==> config.mk <==
export PLATFORM = sky130hd
export DESIGN_NAME = fb_delta_encoder
export DESIGN_NICKNAME = d
export VERILOG_FILES = /design/src/rtl/fb_delta_encoder_pkg.sv /design/src/rtl/fb_delta_encoder_column_mem.sv /design/src/rtl/fb_delta_encoder.sv
export SDC_FILE = /design/constraint.sdc
export NUM_CORES = 1
export LEC_CHECK = 0
export CORE_MARGIN = 5
export CORE_UTILIZATION = 35
export CTS_CLUSTER_DIAMETER = 80
export DETAILED_ROUTE_END_ITERATION = 7
export GPL_TIMING_DRIVEN = 0
export PLACE_DENSITY = 0.54
export SYNTH_ARGS = -nofsm -noshare
export SYNTH_HDL_FRONTEND = slang
export SYNTH_HIERARCHICAL = 1
export SYNTH_SLANG_ARGS = --single-unit
==> constraint.sdc <==
create_clock -name Clk -period 8.7 [get_ports Clk]
set_clock_uncertainty 0.15 [all_clocks]
set_input_delay 1.74 -clock Clk [delete_from_list [all_inputs] [get_ports Clk]]
set_output_delay 1.74 -clock Clk [all_outputs]
set_load 0.01 [all_outputs]
==> src/rtl/fb_delta_encoder_pkg.sv <==
// -----------------------------------------------------------------------------
// fb_delta_encoder_pkg
// Shared types for the column-delta framebuffer path: screen coordinates,
// palette indices, default frame geometry, encoder state encoding and the
// per-pixel delta encoding rule.
// -----------------------------------------------------------------------------
package fb_delta_encoder_pkg;

  // Default frame geometry, shared with the VGA output path.
  localparam int FB_WIDTH  = 320;
  localparam int FB_HEIGHT = 240;

  typedef logic [2:0] palette_index_t;

  // Framebuffer write address.
  typedef struct packed {
    logic [8:0] x;
    logic [7:0] y;
  } screenXY;

  typedef enum logic [1:0] {
    ST_IDLE   = 2'd0,
    ST_CLEAR  = 2'd1,
    ST_STREAM = 2'd2,
    ST_DRAIN  = 2'd3
  } enc_state_t;

  // Result of encoding one pixel against the color its column shows.
  typedef struct packed {
    palette_index_t data;    // word to write (0 = keep color from above)
    logic           update;  // column memory takes the new color
    logic           lossy;   // pixel could not be represented
  } enc_result_t;

  // A column can only switch to a nonzero color; going back to 0 is
  // unrepresentable because 0 in the framebuffer means "unchanged".
  function automatic enc_result_t encode_pixel(input palette_index_t p,
                                               input palette_index_t last);
    enc_result_t r;
    r.data   = 3'd0;
    r.update = 1'b0;
    r.lossy  = 1'b0;
    if (p == last) begin
      r.data = 3'd0;
    end else if (p == 3'd0) begin
      r.lossy = 1'b1;
    end else begin
      r.data   = p;
      r.update = 1'b1;
    end
    return r;
  endfunction

endpackage

==> src/rtl/fb_delta_encoder_column_mem.sv <==
// -----------------------------------------------------------------------------
// column_mem
// DEPTH x 3-bit synchronous RAM holding the color each column currently
// displays. One write per cycle; registered read data that only updates when
// re is high, so the value stays stable while the write stage is stalled.
// Ports:
//   Clk, Reset      clock, async active-high reset (read register only)
//   we/waddr/wdata  write port
//   re/raddr/rdata  registered read port
// -----------------------------------------------------------------------------
module column_mem
  import fb_delta_encoder_pkg::*;
#(
  parameter int DEPTH = FB_WIDTH,
  parameter int AW    = $clog2(FB_WIDTH)
) (
  input  logic          Clk,
  input  logic          Reset,
  input  logic          we,
  input  logic [AW-1:0] waddr,
  input  logic [2:0]    wdata,
  input  logic          re,
  input  logic [AW-1:0] raddr,
  output logic [2:0]    rdata
);

  palette_index_t mem_r [DEPTH];
  palette_index_t rdata_r;

  // Storage write; contents are not reset because CLEAR rewrites them.
  always_ff @(posedge Clk) begin
    if (we) begin
      mem_r[waddr] <= wdata;
    end
  end

  // Registered read, held when no read is requested.
  always_ff @(posedge Clk or posedge Reset) begin
    if (Reset) begin
      rdata_r <= 3'd0;
    end else if (re) begin
      rdata_r <= mem_r[raddr];
    end
  end

  assign rdata = rdata_r;

endmodule

==> src/rtl/fb_delta_encoder.sv <==
// -----------------------------------------------------------------------------
// fb_delta_encoder
// Raster-order encoder producing the column-delta framebuffer format. Every
// pixel of a WIDTH x HEIGHT frame is written: the new color where a column's
// color changes, otherwise 0.
// Ports:
//   Clk, Reset          clock, async active-high reset
//   frame_start         start request, honored only in IDLE
//   pix_in/pix_valid    incoming raster pixel, handshake with pix_ready
//   fb_we/fb_coords/    framebuffer write request, address, data;
//   fb_data/fb_ready    completes when fb_we && fb_ready
//   busy                high while a frame is in progress
//   frame_done          one-cycle pulse after the final write
//   lossy_count         unrepresentable pixels in the current/last frame
// -----------------------------------------------------------------------------
module fb_delta_encoder
  import fb_delta_encoder_pkg::*;
#(
  parameter int WIDTH  = FB_WIDTH,
  parameter int HEIGHT = FB_HEIGHT
) (
  input  logic        Clk,
  input  logic        Reset,
  input  logic        frame_start,
  input  logic [2:0]  pix_in,
  input  logic        pix_valid,
  output logic        pix_ready,
  output logic        fb_we,
  output screenXY     fb_coords,
  output logic [2:0]  fb_data,
  input  logic        fb_ready,
  output logic        busy,
  output logic        frame_done,
  output logic [16:0] lossy_count
);

  localparam int         AW     = $clog2(WIDTH);
  localparam logic [8:0] X_LAST = 9'(WIDTH - 1);
  localparam logic [7:0] Y_LAST = 8'(HEIGHT - 1);

  enc_state_t     state_r;
  enc_state_t     state_s;
  logic [8:0]     clr_addr_r;
  logic [8:0]     x_r;
  logic [7:0]     y_r;
  logic           stage_valid_r;
  screenXY        stage_xy_r;
  palette_index_t stage_pix_r;
  logic [16:0]    lossy_r;
  logic           frame_done_r;
  logic           busy_r;

  logic           pix_ready_s;
  logic           accept_s;
  logic           wr_done_s;
  logic           last_pixel_s;
  logic           drain_done_s;
  palette_index_t last_s;
  enc_result_t    enc_s;
  logic           mem_we_s;
  logic [AW-1:0]  mem_waddr_s;
  palette_index_t mem_wdata_s;

  assign pix_ready_s  = (state_r == ST_STREAM) && (!stage_valid_r || fb_ready);
  assign accept_s     = pix_valid && pix_ready_s;
  assign wr_done_s    = stage_valid_r && fb_ready;
  assign last_pixel_s = (x_r == X_LAST) && (y_r == Y_LAST);
  // Final write of the frame completing this cycle.
  assign drain_done_s = (state_r == ST_DRAIN) && wr_done_s;

  // The stored pixel is compared with the column color read at accept time.
  assign enc_s = encode_pixel(stage_pix_r, last_s);

  column_mem #(
    .DEPTH (WIDTH),
    .AW    (AW)
  ) u_column_mem (
    .Clk   (Clk),
    .Reset (Reset),
    .we    (mem_we_s),
    .waddr (mem_waddr_s),
    .wdata (mem_wdata_s),
    .re    (accept_s),
    .raddr (x_r[AW-1:0]),
    .rdata (last_s)
  );

  // Column memory write select: clear sweep, or color change at write time.
  always_comb begin
    mem_we_s    = 1'b0;
    mem_waddr_s = '0;
    mem_wdata_s = 3'd0;
    if (state_r == ST_CLEAR) begin
      mem_we_s    = 1'b1;
      mem_waddr_s = clr_addr_r[AW-1:0];
      mem_wdata_s = 3'd0;
    end else if (wr_done_s && enc_s.update) begin
      mem_we_s    = 1'b1;
      mem_waddr_s = stage_xy_r.x[AW-1:0];
      mem_wdata_s = stage_pix_r;
    end else begin
      mem_we_s    = 1'b0;
    end
  end

  // Next-state logic.
  always_comb begin
    state_s = state_r;
    case (state_r)
      ST_IDLE: begin
        if (frame_start) begin
          state_s = ST_CLEAR;
        end else begin
          state_s = ST_IDLE;
        end
      end
      ST_CLEAR: begin
        if (clr_addr_r == X_LAST) begin
          state_s = ST_STREAM;
        end else begin
          state_s = ST_CLEAR;
        end
      end
      ST_STREAM: begin
        if (accept_s && last_pixel_s) begin
          state_s = ST_DRAIN;
        end else begin
          state_s = ST_STREAM;
        end
      end
      ST_DRAIN: begin
        // Leave only once the stage is empty: the frame_done cycle is still
        // spent here so a coincident frame_start is not honored.
        if (!stage_valid_r) begin
          state_s = ST_IDLE;
        end else begin
          state_s = ST_DRAIN;
        end
      end
      default: begin
        state_s = ST_IDLE;
      end
    endcase
  end

  // State register.
  always_ff @(posedge Clk or posedge Reset) begin
    if (Reset) begin
      state_r <= ST_IDLE;
    end else begin
      state_r <= state_s;
    end
  end

  // Clear sweep address, walks 0..WIDTH-1 during CLEAR.
  always_ff @(posedge Clk or posedge Reset) begin
    if (Reset) begin
      clr_addr_r <= 9'd0;
    end else if (state_r == ST_CLEAR) begin
      clr_addr_r <= clr_addr_r + 9'd1;
    end else begin
      clr_addr_r <= 9'd0;
    end
  end

  // Raster position of the next pixel to accept.
  always_ff @(posedge Clk or posedge Reset) begin
    if (Reset) begin
      x_r <= 9'd0;
      y_r <= 8'd0;
    end else if (state_r != ST_STREAM) begin
      x_r <= 9'd0;
      y_r <= 8'd0;
    end else if (accept_s) begin
      if (x_r == X_LAST) begin
        x_r <= 9'd0;
        y_r <= y_r + 8'd1;
      end else begin
        x_r <= x_r + 9'd1;
      end
    end
  end

  // Write stage: holds one accepted pixel until the framebuffer takes it.
  always_ff @(posedge Clk or posedge Reset) begin
    if (Reset) begin
      stage_valid_r <= 1'b0;
      stage_xy_r    <= '0;
      stage_pix_r   <= 3'd0;
    end else if (accept_s) begin
      stage_valid_r <= 1'b1;
      stage_xy_r    <= '{x: x_r, y: y_r};
      stage_pix_r   <= pix_in;
    end else if (fb_ready) begin
      stage_valid_r <= 1'b0;
    end
  end

  // Lossy pixel counter; counted once at write completion, saturating.
  always_ff @(posedge Clk or posedge Reset) begin
    if (Reset) begin
      lossy_r <= 17'd0;
    end else if ((state_r == ST_IDLE) && frame_start) begin
      lossy_r <= 17'd0;
    end else if (wr_done_s && enc_s.lossy && (lossy_r != {17{1'b1}})) begin
      lossy_r <= lossy_r + 17'd1;
    end
  end

  // Status outputs; busy drops together with the frame_done pulse.
  always_ff @(posedge Clk or posedge Reset) begin
    if (Reset) begin
      frame_done_r <= 1'b0;
      busy_r       <= 1'b0;
    end else begin
      frame_done_r <= drain_done_s;
      busy_r       <= (state_s != ST_IDLE) && !drain_done_s;
    end
  end

  assign pix_ready   = pix_ready_s;
  assign fb_we       = stage_valid_r;
  assign fb_coords   = stage_xy_r;
  assign fb_data     = stage_valid_r ? enc_s.data : 3'd0;
  assign busy        = busy_r;
  assign frame_done  = frame_done_r;
  assign lossy_count = lossy_r;

endmodule

==> results.md <==
- Outcome: finished with violations
- Violated checks: capacitance limit, slew limit
- Origin of the worst min-delay path: fb_coords[4]$_DFFE_PP0P_
- Starting density of the core: 35.1%
- Iter 0 DRT Violations: around 3300
- RR Startpoint: x_r[1]$_DFFE_PP0P_
- Most common cell in the synthesized netlist: edfxtp_1
- Vias in the first global route: about 24000
- Fin crit period: between 5000 and 6000 ps
- Vias per cell: around 5.7
- Ys async rst share: 6.89%
- Primary FF master, synth: edfxtp_1
- Peak supply drop: approximately 0.00016 V
- Post-Syn Area: approximately 42000 um2
- Chip width: 357 um
- Clock Path Buffers: 3
- First-pass GRT wire length: 185 mm
- Max-cap violation count: 2
- CTS Sinks: 1031
- Final hold slack: 328 ps
- Comb pwr share: ~5.7%
- Post-place setup slack: between 2000 and 3000 ps
- Top cells by count, synth: 960 x edfxtp_1, 354 x nor2_1, 247 x mux4_2, 153 x nand2_1, 99 x clkbuf_1
- ANT cells: 0
- Gr usage total: 20.5%
- Flop pwr share: between 50% and 60%
- CP arrival: around 5800 ps
- Core Region: 120000 um2
- # setup viols final: 0
- CTS root buffer: clkbuf_16
- Final std cells w/o fill: ~4300
- Tcrit/Tclk final: approximately 64%
- Cts bufs inserted: 109
- Grt ovf: 0
- CP Max Fanout: 10
- Number of cells after detailed placement: approximately 4100
- Setup crit start kind: primary input
- Tot Pwr: 10700 uW
- Pint: about 8200 uW
- Drt total wl: ~130 mm
- Number of remaining DRC errors: 0
- Layout cell share with drive strength beyond 1: ~19%
- Lkg Pwr: 0.0153 uW
- Post-DP HPWL: 86.5 mm
- Post-CTS resize count: 0
- Critical path, cell by cell: clkdlybuf4s50_1 -> nand2_1 -> nor4b_2 -> a22o_1 -> clkbuf_1 -> nor2b_1 -> nand2_1 -> clkbuf_1 -> nor2_1
- Top cell type's share of synthesized area: 68.6%
- Least-Margin Pin Slew: about 1500 ps
- Yosys warnings: 6
- Top cells by area, synth: edfxtp_1 69%, mux4_2 13%, dfrtp_1 4.2%
- CP required: just under 9000 ps
- Sw Pwr: between 2000 and 3000 uW
- Yosys top cell by area: edfxtp_1
- Setup crit start: fb_ready
- CP Class: primary input to flop
- Final #Nets: between 2000 and 3000
- Sw frac: 23.5%
- Sequential share of the synthesized area: 72.8%
- CP max stage delay: between 700 and 800 ps
- Avg WL per Cell: approximately 31 um
- Yosys reg bits: ~1000
- GPL Wtd Cong: 0.877
- Final WS setup: about 3100 ps
- Cts hold-fix bufs: 0
- Clk pwr share: a little over two fifths
- Pins Over Slew Limit: 22
- H-tree levels: 3
- Chip height: 357 um
- Min-delay worst type: flop to flop
- First-pass DRT Iterations: 5
- RSZ-0062 raised after global routing: false
- Io pins: around 50
- Largest net degree at the start of global routing: between 100 and 150
- CP endpoint kind: flop
- CTS tree: yes
- Power Dens Cells: between 200 and 250 nW/um2
- Die area: roughly 130000 um2
- Gate Count Post-Synth: 2381
- Worst-Skew Late Latency: approximately 700 ps
- Final Hold Fails: 0
- Synth Net Count: roughly 2400
- Area grow syn2layout: 15.2%
- Reg clk slew, reported paths: 60 ps
- Port bufs: between 40 and 50
- Slew headroom: -2.47%
- DRT antenna net count: 0
- Setup TNS: 0 ps
- Routed vias: roughly 24000
- Core Rows: approximately 130
- Worst Path Buf+Inv: 3
- Largest delay contributor family on the critical path: simple AND/OR/NAND/NOR gates
- Fmax: about 0.18 GHz
- Fillers: ~11000
- EDFF count, synth: 960
- Number of post-CTS setup repair buffers: 0
- Initial antenna violation count: 5
- Distinct cells, synth: 67
- Syn Area/Cell: 17.7 um2
- Slowest CP cell: nor4b_2
-- power groups by stage --
| stage | combinational (uW) | sequential (uW) | clock, uW |
|---|---|---|---|
| after floorplan | 277 | 5540 | 0 |
| after global placement | 573 | 5540 | 0 |
| after detailed placement | 579 | 5550 | 0 |
| after CTS | 581 | 5440 | 4710 |
| after global routing | 617 | 5450 | 4910 |
| final | 606 | 5440 | 4630 |
-- logic make-up after synthesis --
kind of cell / Yosys count / share of synthesized area [%]
xor+xnor: 9 / 0.188
fa+ha+maj: 5 / 0.149
buf+inv: 165 / 1.97
mux: 314 / 14.9
simple gates: 682 / 7.10
flops: 1031 / 72.8
compound gates: 175 / 2.92
-- per-stage QoR --
| step | util [%] | instance area (um2) |
|---|---|---|
| after floorplan | - | 42000 |
| after global placement | 37.2 | 44500 |
| after detailed placement | 37.5 | 44900 |
| after CTS | 40.5 | 48400 |
| after global routing | 40.5 | 48400 |
| final | 40.5 | 48400 |
-- worst min-delay path, cell delays in order, from the launching register on --
cell and delay, ps:
dfrtp_1 340, nand2_1 50, nand2_1 50
-- worst paths after layout --
kind	endpoint	slack (ps)	cells after the start
max	u_column_mem/mem_r[155][0]$_DFFE_PP_	3120	9
min in group asynchronous	u_column_mem/rdata[0]$_DFFE_PP0P_	1290	2
max reg2reg	u_column_mem/rdata[1]$_DFFE_PP0P_	3350	9
min reg2reg	fb_coords[4]$_DFFE_PP0P_	330	2
max in group asynchronous	lossy_count[5]$_DFFE_PP0P_	6210	2
min	fb_coords[4]$_DFFE_PP0P_	330	2
-- final cells by class --
| cell class | count | area [um2] | share of cell area (%) |
|---|---|---|---|
| Buffer | 157 | 810 | 1.67 |
| Clock buffer | 130 | 2830 | 5.84 |
| Clock inverter | 73 | 718 | 1.48 |
| Inverter | 8 | 32.5 | 0.0672 |
| Multi-Input combinational cell | 1185 | 10600 | 21.9 |
| Sequential cell | 1031 | 30600 | 63.2 |
| Tap cell | 1612 | 2020 | 4.16 |
| Timing Repair Buffer | 61 | 818 | 1.69 |
-- cells in the final DEF (no fill, tap or decap), types with 15 or more instances in the layout --
master / n
clkbuf_1: 112
nor2_1: 354
nand3_1: 43
buf_6: 16
nand2_1: 153
mux4_2: 247
nor2b_1: 18
clkinv_1: 20
a21oi_1: 36
mux2i_1: 59
a22oi_1: 15
dfrtp_1: 71
o21ai_0: 21
clkbuf_16: 110
buf_2: 26
a22o_1: 17
clkdlybuf4s50_1: 48
clkinv_2: 23
edfxtp_1: 960
nand2b_1: 15
-- metal layers --
metal  track usage (%)  share of wire [%]  up-vias
met2              33.0                 48     1304
met5                 0              0.015        -
met1              28.9                 40    12976
met3              3.61                9.3      193
li1                  -                  -     9835
met4              5.99                2.9        2
-- state kept, by name (all words and copies together) (netlist names) --
name and count:
frame_done 1, fb_we 1, y_r 8, stage_pix_r 3, clr_addr_r 9, state_r 2, fb_coords 17, busy 1
u_column_mem/mem_r 960, lossy_count 17, x_r 9, u_column_mem/rdata 3
No activity file was read; power rests on OpenSTA's default activity.
